===== src/rtl/se_squeeze_feeder.sv =====
// se_squeeze_feeder: accumulates per-channel sums of the depthwise output
// over a full H*W map for each 16-channel group, then hands each finished,
// saturated group to the SE divider. The next group keeps accumulating while
// the divider works on the previous group.
module se_squeeze_feeder #(
    parameter int Data_Width = 14,
    parameter int FBITS      = 7,
    parameter int IN_Burst   = 16,
    parameter int BWIDTH     = 12,
    parameter int ACC_EXT    = 12
) (
    input  logic                           clk,
    input  logic                           rst,
    input  logic                           cfg_load,
    input  logic [BWIDTH-1:0]              cfg_pixels,
    input  logic [5:0]                     cfg_groups,
    input  logic                           in_valid,
    output logic                           in_ready,
    input  logic [IN_Burst*Data_Width-1:0] in_data,
    output logic [IN_Burst*Data_Width-1:0] sum_data,
    output logic [BWIDTH-1:0]              divisor,
    output logic                           start_div,
    input  logic                           div_busy,
    input  logic                           div_done,
    output logic [5:0]                     group_idx,
    output logic                           sat_flag,
    output logic                           frame_done
);

    localparam int ACC_W = Data_Width + ACC_EXT;
    localparam logic signed [ACC_W-1:0] ACC_MAX = ACC_W'((2 ** (Data_Width - 1)) - 1);
    localparam logic signed [ACC_W-1:0] ACC_MIN = ACC_W'(-(2 ** (Data_Width - 1)));

    // The fixed-point format needs at least one integer bit besides the sign.
    if (FBITS >= Data_Width - 1) begin : g_fbits_check
        $error("se_squeeze_feeder: FBITS must be below Data_Width-1");
    end

    typedef enum logic [1:0] {S_IDLE, S_ACCUM, S_HOLD, S_DRAIN} state_t;

    state_t                           r_state;
    logic [BWIDTH-1:0]                r_cfg_pixels;
    logic [5:0]                       r_cfg_groups;
    logic [BWIDTH-1:0]                r_pix_cnt;
    logic [5:0]                       r_grp_cnt;
    logic signed [ACC_W-1:0]          r_acc [IN_Burst];
    logic [IN_Burst*Data_Width-1:0]   r_sum_data;
    logic [5:0]                       r_group_idx;
    logic                             r_pending;
    logic                             r_launched;
    logic                             r_start_div;
    logic                             r_sat_flag;

    logic                             w_accept;
    logic                             w_last_pix;
    logic                             w_last_grp;
    logic signed [ACC_W-1:0]          w_sum [IN_Burst];
    logic [IN_Burst*Data_Width-1:0]   w_sat_sum;
    logic [IN_Burst*Data_Width-1:0]   w_sat_acc;
    logic                             w_ovf_sum;
    logic                             w_ovf_acc;

    function automatic logic [Data_Width-1:0] f_sat(input logic signed [ACC_W-1:0] v);
        if (v > ACC_MAX)      return {1'b0, {(Data_Width-1){1'b1}}};
        else if (v < ACC_MIN) return {1'b1, {(Data_Width-1){1'b0}}};
        else                  return v[Data_Width-1:0];
    endfunction

    function automatic logic f_ovf(input logic signed [ACC_W-1:0] v);
        return (v > ACC_MAX) || (v < ACC_MIN);
    endfunction

    assign w_accept   = in_valid && in_ready;
    assign w_last_pix = (r_pix_cnt == r_cfg_pixels - 1'b1);
    assign w_last_grp = (r_grp_cnt == r_cfg_groups - 6'd1);

    // Per-lane running sum including the current beat, plus saturated views
    // of both that sum and the bare accumulator (used for the HOLD transfer).
    always_comb begin
        w_sat_sum = '0;
        w_sat_acc = '0;
        w_ovf_sum = 1'b0;
        w_ovf_acc = 1'b0;
        for (int unsigned i = 0; i < IN_Burst; i++) begin
            w_sum[i] = r_acc[i] + ACC_W'($signed(in_data[i*Data_Width +: Data_Width]));
            w_sat_sum[i*Data_Width +: Data_Width] = f_sat(w_sum[i]);
            w_sat_acc[i*Data_Width +: Data_Width] = f_sat(r_acc[i]);
            w_ovf_sum = w_ovf_sum | f_ovf(w_sum[i]);
            w_ovf_acc = w_ovf_acc | f_ovf(r_acc[i]);
        end
    end

    // Control FSM, accumulators, holding register and divider handshake.
    always_ff @(posedge clk) begin
        if (rst) begin
            r_state      <= S_IDLE;
            r_cfg_pixels <= '0;
            r_cfg_groups <= '0;
            r_pix_cnt    <= '0;
            r_grp_cnt    <= '0;
            r_acc        <= '{default: '0};
            r_sum_data   <= '0;
            r_group_idx  <= '0;
            r_pending    <= 1'b0;
            r_launched   <= 1'b0;
            r_start_div  <= 1'b0;
            r_sat_flag   <= 1'b0;
        end else begin
            r_start_div <= 1'b0;
            // A load only happens with pending clear, and div_done only acts
            // with pending set, so the two never fight over r_pending.
            if (div_done && r_pending) begin
                r_pending  <= 1'b0;
                r_launched <= 1'b0;
            end else if (r_pending && !r_launched && !div_busy) begin
                r_start_div <= 1'b1;
                r_launched  <= 1'b1;
            end

            case (r_state)
                S_IDLE: begin
                    if (cfg_load) begin
                        r_cfg_pixels <= cfg_pixels;
                        r_cfg_groups <= cfg_groups;
                        r_pix_cnt    <= '0;
                        r_grp_cnt    <= '0;
                        r_sat_flag   <= 1'b0;
                        r_acc        <= '{default: '0};
                        r_state      <= S_ACCUM;
                    end
                end
                S_ACCUM: begin
                    if (w_accept) begin
                        if (w_last_pix && !r_pending) begin
                            r_sum_data  <= w_sat_sum;
                            r_sat_flag  <= r_sat_flag | w_ovf_sum;
                            r_pending   <= 1'b1;
                            r_group_idx <= r_grp_cnt;
                            r_acc       <= '{default: '0};
                            r_pix_cnt   <= '0;
                            r_grp_cnt   <= r_grp_cnt + 6'd1;
                            r_state     <= w_last_grp ? S_DRAIN : S_ACCUM;
                        end else begin
                            r_acc <= w_sum;
                            if (w_last_pix) r_state   <= S_HOLD;
                            else            r_pix_cnt <= r_pix_cnt + 1'b1;
                        end
                    end
                end
                S_HOLD: begin
                    if (!r_pending) begin
                        r_sum_data  <= w_sat_acc;
                        r_sat_flag  <= r_sat_flag | w_ovf_acc;
                        r_pending   <= 1'b1;
                        r_group_idx <= r_grp_cnt;
                        r_acc       <= '{default: '0};
                        r_pix_cnt   <= '0;
                        r_grp_cnt   <= r_grp_cnt + 6'd1;
                        r_state     <= w_last_grp ? S_DRAIN : S_ACCUM;
                    end
                end
                S_DRAIN: begin
                    if (div_done && r_pending) r_state <= S_IDLE;
                end
                default: r_state <= S_IDLE;
            endcase
        end
    end

    assign in_ready   = (r_state == S_ACCUM);
    assign sum_data   = r_sum_data;
    assign divisor    = r_cfg_pixels;
    assign start_div  = r_start_div;
    assign group_idx  = r_group_idx;
    assign sat_flag   = r_sat_flag;
    assign frame_done = !rst && div_done && r_pending && (r_state == S_DRAIN);

endmodule


===== config.mk =====
export PLATFORM = sky130hd
export DESIGN_NAME = se_squeeze_feeder
export DESIGN_NICKNAME = d
export VERILOG_FILES = /design/src/rtl/se_squeeze_feeder.sv
export SDC_FILE = /design/constraint.sdc
export NUM_CORES = 2
export LEC_CHECK = 0
export CAP_MARGIN = 20
export CORE_UTILIZATION = 55
export CTS_BUF_LIST = sky130_fd_sc_hd__clkbuf_8
export CTS_CLUSTER_SIZE = 25
export DETAILED_ROUTE_END_ITERATION = 12
export HOLD_SLACK_MARGIN = 0.03
export PLACE_DENSITY_LB_ADDON = 0.08
export SLEW_MARGIN = 20
export SYNTH_ARGS = -nofsm -noshare
export SYNTH_HDL_FRONTEND = slang
export SYNTH_SLANG_ARGS = --single-unit

===== constraint.sdc =====
create_clock -name clk -period 7 [get_ports clk]
set_input_delay 0.7 -clock clk [delete_from_list [all_inputs] [get_ports clk]]
set_output_delay 0.7 -clock clk [all_outputs]
set_load 0.05 [all_outputs]

==> run summary <==
Share of cells above drive strength 1 - 4.51%
Area delta synth->final - 16.3%
CTS resizes - 0
Switching power - 0.00740 W
Max-cap viol count - 0
Pre-Repair DR Iteration Count - 9
Initial DRC Count - 4,875
F_max - 188 MHz
Leak - 22.8 nW
Crit path DAT - 6.07 ns
Synth Cell Area - 51,100 um^2
Hold Path Class - in2reg
Final Util - 64.7%
Sw Ratio - 44.5%
Share of Yosys cell area claimed by the top area cell type - 27.0%
Drt drc - 0
H-tree levels - 4
Startpoint type of the worst setup path - flip-flop
Syn nets - 7,540
CTS Sinks - 688
Largest net degree at the start of global routing - 202
Setup violations, final - 0
Pwr/cell area - 280 nW/um^2
DR vias/cell - 6.31
Die width - 307 um
Comb power frac - 45.7%
Fin crit share - 76.1%
Worst Setup End Kind - flip-flop
Share of power burned in registers - 28.4%
CP max FO - 13
Status - finished clean
Core region area - 91,800 um^2
Slew Limit Headroom - 18.7%
Dominant cell type by area after synthesis - dfxtp_1
WS Path Type - reg2reg
Final Max Tran Viols - 0
Register clock-pin slew on the reported worst setup and hold paths - 0.06 ns
WP buf/inv - 0
Final hold slack - 0.400 ns
HPWL Detailed - 117,000 um
Setup tns final - 0 ns
Filler Cell Count - 8,318
Crit path max-delay family - compound AO/OA/AOI/OAI gates
Post-Place Cells - 8,261
Number of global-route vias before repair - 50,300
Post-synth top flop - dfxtp_1
# rows - 111
CP Cell Sequence - ha_1 -> a21oi_1 -> nand4b_1 -> a21oi_1 -> o41ai_2 -> o21ai_0 -> xnor2_1 -> or4_1 -> nor4_1 -> a41oi_1 -> nor2_1 -> o21ai_0 -> a311oi_1
Mean post-synth cell area - 7.44 um^2
Dpl ws - 0.875 ns
Worst skew pair latency - 0.86 ns
Share of flip-flops with an asynchronous set or reset - 0%
DRT Wirelength - 167,000 um
Avg WL per Cell - 19.7 um
FF+latch count, synth - 688
First-pass GRT wire length - 265,000 um
Layout Cells excl Fill - 8,508
Vias - 53,700
Post-route setup slack - 1.67 ns
Top Ports - 494
CTS tree - yes
Peak supply drop - 0.343 mV
Clk buf depth - 3
Nets - 7,823
Distinct cells, synth - 102
Cts bufs inserted - 130
CTS root buf - clkbuf_8
Count leader, synth - a21oi_1
CP peak stage delay - 0.97 ns
Initial core utilization - 55.6%
GRT Residual Overflow - 0
Synth cell count leaders - a21oi_1, nand2_1, dfxtp_1
Vert. Die Dim - 307 um
Syn Inst Count - 6,867
Die ar. - 94,100 um^2
Yosys warnings - 0
ANT nets after route - 0
Total track usage - 34.3%
Final Critical Period - 5.33 ns
Crit path max-delay cell type - nor2_1
CTS Hold Buffers Added - 0
Final Hold Viols - 0
Required time of the worst setup path - 7.75 ns
Placer congestion estimate - 0.957
Clock skew - 0.0434 ns
Top post-synthesis cells by area - dfxtp_1, ha_1, a21oi_1
Post-synth EDFFs - 0
Internal power - 0.00924 W
I/O Buffers - 493
RSZ-0062 raised after global routing - no
Measured slew at the worst slew-check pin - 1.22 ns
Power share of the clock group - 25.9%
Initial antenna violation count - 17
Post-CTS Setup Inserts - 0
Seq/Total Area, Yosys - 27.0%
## worst register-to-register path, stage by stage (launching register included)
cell	delay (ns)
dfxtp_1	0.42
ha_1	0.26
a21oi_1	0.21
nand4b_1	0.18
a21oi_1	0.12
o41ai_2	0.68
o21ai_0	0.33
xnor2_1	0.22
or4_1	0.52
nor4_1	0.34
a41oi_1	0.46
nor2_1	0.98
o21ai_0	0.22
a311oi_1	0.29
## cell usage in the layout (no fill, tap or decap), types with 138 or more instances in the layout
| cell type | count |
|---|---|
| a21o_1 | 138 |
| a21oi_1 | 842 |
| a311oi_1 | 190 |
| clkbuf_8 | 168 |
| clkdlybuf4s50_1 | 492 |
| dfxtp_1 | 688 |
| ha_1 | 408 |
| inv_1 | 161 |
| nand2_1 | 779 |
| nand3_1 | 387 |
| nor2_1 | 664 |
| nor3_1 | 199 |
| o21ai_0 | 429 |
| xnor2_1 | 226 |
| xor2_1 | 156 |
## stage by stage
stage	area, um^2	total power, W
5_1_grt	59400	0.0176
2_1_floorplan	51100	0.00996
4_1_cts	59400	0.0166
3_3_place_gp	56500	0.0121
3_5_place_dp	56500	0.0122
6_report	59400	0.0166
## metal layers
layer	GRT usage [%]	share of wire (%)
met4	13.3	3.1
met1	44.5	43
met5	0	0.076
met3	7.33	8.2
met2	55.3	45
## power groups by stage
| stage | Clock, W | Sequential (W) | Combinational (W) |
|---|---|---|---|
| after floorplan | 0 | 0.00498 | 0.00498 |
| after global placement | 0 | 0.00478 | 0.00735 |
| after detailed placement | 0 | 0.00479 | 0.00743 |
| after CTS | 0.00437 | 0.00471 | 0.00748 |
| after global routing | 0.00455 | 0.00477 | 0.00826 |
| final | 0.00431 | 0.00472 | 0.00761 |
## state kept, by name, summed over array words and instances (netlist names)
register      count
divisor          12
group_idx         6
r_acc           416
r_cfg_groups      6
r_grp_cnt         6
r_launched        1
r_pending         1
r_pix_cnt        12
r_state           2
sat_flag          1
start_div         1
sum_data        224
## final cells by class
type / count / area [um^2] / share of cell area [%]
Clock inverter: 69 / 519 / 0.874
Tap cell: 1243 / 1560 / 2.62
Sequential cell: 688 / 13800 / 23.2
Antenna cell: 10 / 25.0 / 0.0421
Inverter: 132 / 495 / 0.834
Multi-Input combinational cell: 5656 / 35300 / 59.4
Clock buffer: 168 / 2310 / 3.89
Timing Repair Buffer: 542 / 5410 / 9.10
## final timing paths
| path | slack (ns) | start | depth (start not counted) | end |
|---|---|---|---|---|
| max reg2reg | 1.67 | r_acc[27] | 13 | sum_data[196] |
| min reg2reg | 0.45 | r_launched | 1 | start_div |
| min | 0.40 | cfg_pixels[4] | 3 | divisor[4] |
| max | 1.67 | r_acc[27] | 13 | sum_data[196] |
## cells by family after synthesis
kind of cell	count (synthesis)	share of synthesized area, %
AOI/OAI and AO/OA	2238	27.7
xor gates and xnor gates	382	6.55
adders and majority gates	425	10.6
buffers and inverters	523	4.04
DFF	688	27.0
muxes	23	0.456
and+or+nand+nor	2588	23.6
No activity file was read; power rests on OpenSTA's default activity.
